===== src/rtl/clk_div_sched.sv =====
// Programmable tick scheduler: a divide-by-N counter with run/stop control,
// finite bursts or continuous ticking, and a ratio-reload handshake while idle.
module clk_div_sched #(
  parameter int          WIDTH       = 32,
  parameter int unsigned DEFAULT_DIV = 32'd50_000_000,
  parameter int          BURST_W     = 16
) (
  input  logic               clk_in,
  input  logic               rst,
  input  logic               cfg_valid,
  input  logic [WIDTH-1:0]   cfg_div,
  output logic               cfg_ready,
  input  logic               cmd_start,
  input  logic               cmd_stop,
  input  logic [BURST_W-1:0] burst_len,
  output logic               tick,
  output logic               clk_out,
  output logic               busy,
  output logic               done
);

  typedef enum logic [0:0] {
    ST_IDLE = 1'b0,
    ST_RUN  = 1'b1
  } state_t;

  localparam logic [WIDTH-1:0]   DIV_ZERO = {WIDTH{1'b0}};
  localparam logic [WIDTH-1:0]   DIV_ONE  = {{(WIDTH-1){1'b0}}, 1'b1};
  localparam logic [WIDTH-1:0]   DIV_RST  = WIDTH'(DEFAULT_DIV);
  localparam logic [BURST_W-1:0] REM_ZERO = {BURST_W{1'b0}};
  localparam logic [BURST_W-1:0] REM_ONE  = {{(BURST_W-1){1'b0}}, 1'b1};

  state_t             state_r, state_s;
  logic [WIDTH-1:0]   div_r, div_s;
  logic [WIDTH-1:0]   count_r, count_s;
  logic [BURST_W-1:0] remaining_r, remaining_s;
  logic               tick_r, tick_s;
  logic               clk_out_r, clk_out_s;
  logic               done_r, done_s;

  // State and datapath registers
  always_ff @(posedge clk_in or posedge rst) begin
    if (rst) begin
      state_r     <= ST_IDLE;
      div_r       <= DIV_RST;
      count_r     <= DIV_ZERO;
      remaining_r <= REM_ZERO;
      tick_r      <= 1'b0;
      clk_out_r   <= 1'b0;
      done_r      <= 1'b0;
    end else begin
      state_r     <= state_s;
      div_r       <= div_s;
      count_r     <= count_s;
      remaining_r <= remaining_s;
      tick_r      <= tick_s;
      clk_out_r   <= clk_out_s;
      done_r      <= done_s;
    end
  end

  // Next-state and next-output logic
  always_comb begin
    state_s     = state_r;
    div_s       = div_r;
    count_s     = count_r;
    remaining_s = remaining_r;
    tick_s      = 1'b0;
    clk_out_s   = clk_out_r;
    done_s      = 1'b0;
    case (state_r)
      ST_IDLE: begin
        // A ratio accepted on the start edge already governs the new run.
        if (cfg_valid) begin
          div_s = (cfg_div == DIV_ZERO) ? DIV_ONE : cfg_div;
        end else begin
          div_s = div_r;
        end
        if (cmd_start && !cmd_stop) begin
          state_s     = ST_RUN;
          count_s     = DIV_ZERO;
          remaining_s = burst_len;
          clk_out_s   = 1'b0;
        end else begin
          state_s = ST_IDLE;
        end
      end
      ST_RUN: begin
        if (cmd_stop) begin
          state_s = ST_IDLE;
          count_s = DIV_ZERO;
        end else if (count_r == (div_r - DIV_ONE)) begin
          count_s   = DIV_ZERO;
          tick_s    = 1'b1;
          clk_out_s = ~clk_out_r;
          // remaining == 0 marks continuous mode and is never decremented.
          if (remaining_r != REM_ZERO) begin
            remaining_s = remaining_r - REM_ONE;
            if (remaining_r == REM_ONE) begin
              done_s  = 1'b1;
              state_s = ST_IDLE;
            end else begin
              state_s = ST_RUN;
            end
          end else begin
            remaining_s = remaining_r;
          end
        end else begin
          count_s = count_r + DIV_ONE;
        end
      end
      default: begin
        state_s = ST_IDLE;
      end
    endcase
  end

  assign cfg_ready = (state_r == ST_IDLE);
  assign busy      = (state_r == ST_RUN);
  assign tick      = tick_r;
  assign clk_out   = clk_out_r;
  assign done      = done_r;

endmodule


===== config.mk =====
export PLATFORM = sky130hd
export DESIGN_NAME = clk_div_sched
export DESIGN_NICKNAME = d
export VERILOG_FILES = /design/src/rtl/clk_div_sched.sv
export SDC_FILE = /design/constraint.sdc
export NUM_CORES = 1
export LEC_CHECK = 0
export CAP_MARGIN = 10
export CORE_ASPECT_RATIO = 1.25
export CORE_MARGIN = 4
export CORE_UTILIZATION = 53
export CTS_CLUSTER_DIAMETER = 40
export CTS_CLUSTER_SIZE = 24
export DETAILED_ROUTE_END_ITERATION = 16
export PLACE_DENSITY = 0.78
export SYNTH_ARGS = -nofsm -noshare
export SYNTH_HDL_FRONTEND = slang
export SYNTH_SLANG_ARGS = --single-unit

===== constraint.sdc =====
create_clock -name clk_in -period 3.4 [get_ports clk_in]
set_input_delay 0.68 -clock clk_in [delete_from_list [all_inputs] [get_ports clk_in]]
set_output_delay 0.68 -clock clk_in [all_outputs]
set_load 0.02 [all_outputs]

==> impl_results.md, run 1 <==
* Status: finished, final reports clean
* Clk sinks at 84
* Core area at 11080 sq um
* Design Power at 2.983 mW
* Setup TNS at 0 ps
* Max-slew violations at 0
* Worst Setup Start Kind: flop
* Ranking of synthesized cells by area: dfrtp_1 30%, mux2_2 6.0%, dfstp_2 5.2%, xnor2_1 3.9%, nand3_1 3.2%
* Worst path required time at 3630 ps
* Max H-tree Level at 3
* Hold Crit Class: reg -> reg
* Overflow after GRT at 0
* R2R setup slack at ~89 ps
* Final hold viol count at 0
* DR iter-0 viols at 499
* Die W at 103.3 um
* Wire per inst at 19.56 um
* Share of Yosys cell area claimed by the top area cell type at 29.96%
* Worst EP arrival at approximately 3500 ps
* Max cap viols at 0
* FF-to-FF Start: div_r[1]$_DFFE_PP0P_
* Final wirelength at 17.29 mm
* Clock Tree Root: clkbuf_16
* RSZ-0062 raised after global routing: false
* Pre-CTS setup slack at -36.60 ps
* TritonCTS clock tree: done
* Period utilisation layout at 97.40%
* Vias at 5868
* Synth async-reset ratio at 100.0%
* VDD IR-drop max at between 200 and 250 uV
* Tot GR Track Use at 26.68%
* Post-synth EDFFs at 0
* Clock Skew at 6.663 ps
* Slew headroom at 55.22%
* Largest net degree at the start of global routing at 41
* Clock slew at reported path FFs at 60 ps
* HPWL after DPL at 12.67 mm
* FF-to-FF End: remaining_r[1]$_DFFE_PP0P_
* Routed vias/inst at 6.638
* Crit-path max FO at 6
* Post-layout instance area at 7233 sq um
* Placed Area at between 6000 and 7000 sq um
* Pre-Repair DR Iteration Count at 6
* Residual DRC count at 0
* Synth warn at 0
* Global-route wire length before repair at 27.98 mm
* Fin util at 65.26%
* Crit. End Element: flop
* Largest area contributor in the netlist: dfrtp_1
* Die area at 13130 sq um
* Vias in the first global route at 5715
* Worst Setup SP: div_r[1]$_DFFE_PP0P_
* N_diodes at 0
* PnR worst setup slack at 88.50 ps
* # port buffers at 57
* Antenna Nets Post-Route at 0
* Syn nets at 742
* Initial antenna violation count at 0
* # IOs at 58
* Register area share after synthesis at about a third
* Synth Instances at 685
* Finish-stage setup viols at 0
* Mean Syn Cell Area at just under 9 sq um
* PD cells at 412.4 nW/um^2
* Die height at 127.1 um
* Non-Filler Instances at 884
* Hold_ws at 538.3 ps
* CTS Buf Count at 9
* Post-synthesis cell area at 6015 sq um
* Nets at 801
* Maximum clock path buffer count at 2
* Slew @ Worst Pin at 671.0 ps
* CP endpoint: remaining_r[1]$_DFFE_PP0P_
* Share of layout cells above drive strength 1 at 17.62%
* Initial Util at 54.27%
* Ys flop type: dfrtp_1
* Site row count at 43
* Gpl congestion at 0.9604
* Synth Register Bits at 84
* Crit Path Class: reg -> reg
* Min Tclk post-route at 3311 ps
* F_max at 0.3020 GHz
* Cell variety after synth at 75
* Pleak at 2.750 nW
* Hold-fix buffers at CTS at 0
* P&R area growth vs syn at 20.26%
* Reg2reg path depth at 10
* Placed cells at a little under 900
* Skew-Pair Late Insertion Delay at 350 ps
-- cell usage after synthesis (18+ instances only) --
cell,n
mux2_2,32
xnor2_1,27
nand3_1,39
nand4_1,18
inv_1,19
dfrtp_1,72
nand2_1,49
nor2_1,47
o21ai_0,21
and3_1,18
clkbuf_1,40
nor3_1,34
nor4_1,27
-- report_power, final --
group          switching [mW]  total (mW)  internal [mW]  leakage, nW
sequential              0.166        1.28           1.12         1.04
clock                   0.431        1.00          0.570        0.139
combinational           0.351       0.700          0.349         1.57
total                   0.948        2.98           2.04         2.75
-- layout by cell type (no fill, tap or decap), types with 9 or more instances in the layout --
cell type,Yosys,routed
o31ai_1,15,15
inv_1,19,16
a31oi_1,10,10
o22ai_1,12,12
nand2_1,49,49
clkdlybuf4s50_1,0,57
mux2_2,32,32
xor2_1,13,13
or4_1,13,13
and3_1,18,18
nor2_1,47,46
a21oi_1,12,11
o21ai_0,21,21
nor3_1,34,34
clkbuf_16,0,9
nand3_1,39,39
dfstp_2,12,12
nor4_1,27,23
nand4_1,18,18
buf_4,1,38
dfrtp_1,72,72
xnor2_1,27,27
-- registers in the layout, summed over array words and instances (netlist names) --
name         cells
busy             1
done             1
div_r           32
clk_out          1
tick             1
remaining_r     16
count_r         32
-- logic make-up (layout without fill, tap and decap cells) --
logic type	after synthesis	after routing	share of synthesized area, %
buffers and inverters	70	133	4.681
flip-flops	84	84	35.20
AO/OA/AOI/OAI	149	149	18.47
multiplexers	38	38	6.990
AND/OR/NAND/NOR	300	301	28.00
adder cells (fa/ha/maj)	4	4	0.8322
XOR/XNOR	40	40	5.825
-- repair_timing --
| action | in CTS | in global routing |
|---|---|---|
| pin swaps | 0 | 7 |
| cloned | 0 | 1 |
| endpoints found under the setup margin | 13 | 36 |
| setup buffers | 0 | 1 |
| resized for setup | 3 | 14 |
-- area by class of cell --
class	count	area (sq um)
clock inverters	6	63.81
well taps	135	168.9
fillers	954	3850
clock buffers	10	229.0
inverters	20	76.32
repair buffers	97	890.9
flip-flops and latches	84	2117
multi-input cells	532	3687
-- metal layers --
layer | GRT usage [%] | part of all wire, % | up-vias | wire (um)
met4 | 9.604 | 2.9 | 0 | 493
met5 | 0 | 0 | - | 0
li1 | - | - | 2741 | -
met3 | 5.298 | 6.7 | 50 | 1152
met2 | 45.94 | 51 | 270 | 8770
met1 | 32.68 | 40 | 2807 | 6878
-- worst min path at each step --
stage                          start               endpoint  slack (ps)  cells after the start
4_1_cts        div_r[31]$_DFFE_PP0P_  div_r[31]$_DFFE_PP0P_         540                      1
3_5_place_dp   div_r[31]$_DFFE_PP0P_  div_r[31]$_DFFE_PP0P_         530                      1
6_report       div_r[31]$_DFFE_PP0P_  div_r[31]$_DFFE_PP0P_         540                      1
3_3_place_gp   div_r[31]$_DFFE_PP0P_  div_r[31]$_DFFE_PP0P_         510                      1
2_1_floorplan  div_r[31]$_DFFE_PP0P_  div_r[31]$_DFFE_PP0P_         500                      1
5_1_grt        div_r[31]$_DFFE_PP0P_  div_r[31]$_DFFE_PP0P_         560                      1
-- critical path: stages, from the launching register on --
cell and delay [ps]:
dfrtp_1 410, inv_2 90, ha_4 140, or3b_4 370, or4_4 490, a222oi_1 350, o2111a_2 290, nand4b_4 150
or3_4 400, buf_4 170, o41ai_1 330
Power figures use the tool's default switching activity.
==> inputs of run 2 (changes only) <==
GPL_TIMING_DRIVEN = 0   (was unset)
SETUP_SLACK_MARGIN = 0.02   (was unset)
==> run 2 against run 1 <==
Against the previous run: combinational power increased by 11%; global-route usage increased by 3.1 points; via count increased by 5.8%; core utilization increased by 5.0 points; the flow now finishes with violations (setup timing); final cell count increased by 4.2%; sequential share of layout area decreased by 2.0 points; flip-flop and latch count unchanged; cell area increased by 7.6%.
==> impl_results.md, run 2 (same netlist as run 1, synthesis figures left out) <==
* Residual DRC count at 0
* Nets at between 800 and 900
* Max-slew violations at 0
* Site row count at 43
* Die area at 13130 sq um
* Most crowded layer after global routing: met2
* Period utilisation layout at 101.4%
* Crit Path Class: reg -> reg
* Most frequent cells in the layout: 70 x dfrtp_1, 56 x clkdlybuf4s50_1, 48 x nand2_1
* Placed Area at 6784 sq um
* GR Layer Usage met3 at about 3.7%
* PD cells at slightly below 400 nW/um^2
* # IOs at just under 60
* Post-layout instance area at 7782 sq um
* Share of layout cells above drive strength 1 at 20.61%
* Final wirelength at 19.91 mm
* Status: complete, but fails checks
* Clk sinks at 84
* FF-to-FF End: count_r[20]$_DFFE_PP0P_
* PnR worst setup slack at -47.50 ps
* Min Tclk post-route at 3448 ps
* Crit-path max FO at 5
* Gpl congestion at 0.9866
* Worst Setup Start Kind: flop
* RSZ-0062 raised after global routing: true
* Fin util at between 70% and 80%
* Clock slew at reported path FFs at 70 ps
* N_diodes at 0
* VDD IR-drop max at 265.8 uV
* Pre-Repair DR Iteration Count at 6
* Max H-tree Level at 3
* Wire per inst at 21.62 um
* TritonCTS clock tree: done
* R2R setup slack at -50 ps
* Worst path required time at 3640 ps
* Die W at 103.3 um
* GR Util met1 at between 30% and 40%
* FF-to-FF Start: div_r[0]$_DFFE_PP0P_
* Slew headroom at 42.88%
* Hold Crit Class: reg -> reg
* Clock Tree Root: clkbuf_16
* Vias at 6209
* Largest net degree at the start of global routing at 56
* Max cap viols at 0
* Worst EP arrival at 3680 ps
* Initial antenna violation count at 0
* Slew @ Worst Pin at 856.8 ps
* Pre-CTS setup slack at -560.1 ps
* Pleak at 2.929 nW
* Setup TNS at -396.1 ps
* Antenna Nets Post-Route at 0
* Global-route wire length before repair at 30.65 mm
* Core area at 11080 sq um
* F_max at 0.2901 GHz
* Vias in the first global route at 6210
* Tot GR Track Use at 29.83%
* Worst min-delay path startpoint: div_r[31]$_DFFE_PP0P_
* Commonest non-fill, non-tap cell in the layout: dfrtp_1
* Clock Skew at 12.75 ps
* CTS Buf Count at 9
* Final hold viol count at 0
* Reg2reg path depth at 13
* Failing checks: setup timing
* Routed vias/inst at 6.742
* Hold Path Depth at 1
* HPWL after DPL at 13.81 mm
* DR iter-0 viols at slightly below 700
* Crit. End Element: flop
* Global-route met2 utilization at 50.21%
* Biggest regs: count_r (32), div_r (32), remaining_r (16)
* Initial Util at 54.27%
* Finish-stage setup viols at 17
* Worst Hold Path EP: div_r[31]$_DFFE_PP0P_
* P&R area growth vs syn at 29.39%
* Die height at 127.1 um
* Maximum clock path buffer count at 2
* Overflow after GRT at 0
* # port buffers at 56
* Skew-Pair Late Insertion Delay at 350 ps
[run 2: changes by cell type in the layout (fill, tap and decap cells not counted), moves of 4 or more]
cell,before,now
nor3_1,34,29
nand3_1,39,34
buf_6,0,11
nor2_1,46,42
buf_4,38,19
clkbuf_1,1,35
nor2_4,0,5
nand3_2,0,5
[run 2: how the worst max path moves through the flow]
stage | startpoint | endpoint
2_1_floorplan | div_r[0]$_DFFE_PP0P_ | remaining_r[2]$_DFFE_PP0P_
3_3_place_gp | rst | div_r[26]$_DFFE_PP0P_
3_5_place_dp | div_r[0]$_DFFE_PP0P_ | count_r[14]$_DFFE_PP0P_
4_1_cts | div_r[1]$_DFFE_PP0P_ | count_r[6]$_DFFE_PP0P_
5_1_grt | div_r[0]$_DFFE_PP0P_ | count_r[12]$_DFFE_PP0P_
6_report | div_r[0]$_DFFE_PP0P_ | count_r[20]$_DFFE_PP0P_
[run 2: where the power goes]
| part | internal, mW | total [mW] | switching (mW) |
|---|---|---|---|
| Combinational | 0.370 | 0.780 | 0.410 |
| Clock | 0.589 | 1.01 | 0.419 |
| Sequential | 1.12 | 1.28 | 0.166 |
[run 2: area by class of cell]
type | instances | area (sq um)
buffer | 46 | 245.2
clock buffer | 10 | 239.0
clock inverter | 5 | 61.31
fill | 863 | 3301
inverter | 20 | 77.57
multi-input combinational | 531 | 3930
sequential | 84 | 2120
tap | 135 | 168.9
timing repair buffer | 90 | 940.9
[run 2: metal layers]
layer | wire length [um] | vias to the layer above | part of all wire [%]
li1 | - | 2826 | -
met1 | 7648 | 2970 | 38
met2 | 9904 | 310 | 50
met3 | 1176 | 103 | 5.9
met4 | 1183 | 0 | 5.9
met5 | 0 | - | 0
[run 2: timing repair]
item	in CTS	in global routing
pin swaps	13	19
setup endpoints to repair	52	52
gates cloned	2	3
hold buffers	0	0
setup buffers	16	11
resized for setup	47	53
[run 2: per-stage QoR]
stage / instances / hold WS [ps] / power [mW]
3_3_place_gp: 876 / 512.2 / 1.933
3_5_place_dp: 878 / 525.8 / 1.966
2_1_floorplan: 685 / 502.2 / 1.724
4_1_cts: 909 / 540.4 / 3.025
6_report: 921 / 534.2 / 3.071
5_1_grt: 921 / 559.0 / 3.207
[run 2: worst max-delay path, stage by stage (launching register included)]
cell and delay (ps):
dfrtp_2 420, inv_2 80, ha_4 140, or3b_4 380, or4_4 500, a222oi_1 320
o2111a_2 290, nand4b_4 150, buf_12 170, nor3_4 210, buf_6 200, buf_6 130
o31ai_1 80, mux2_4 280
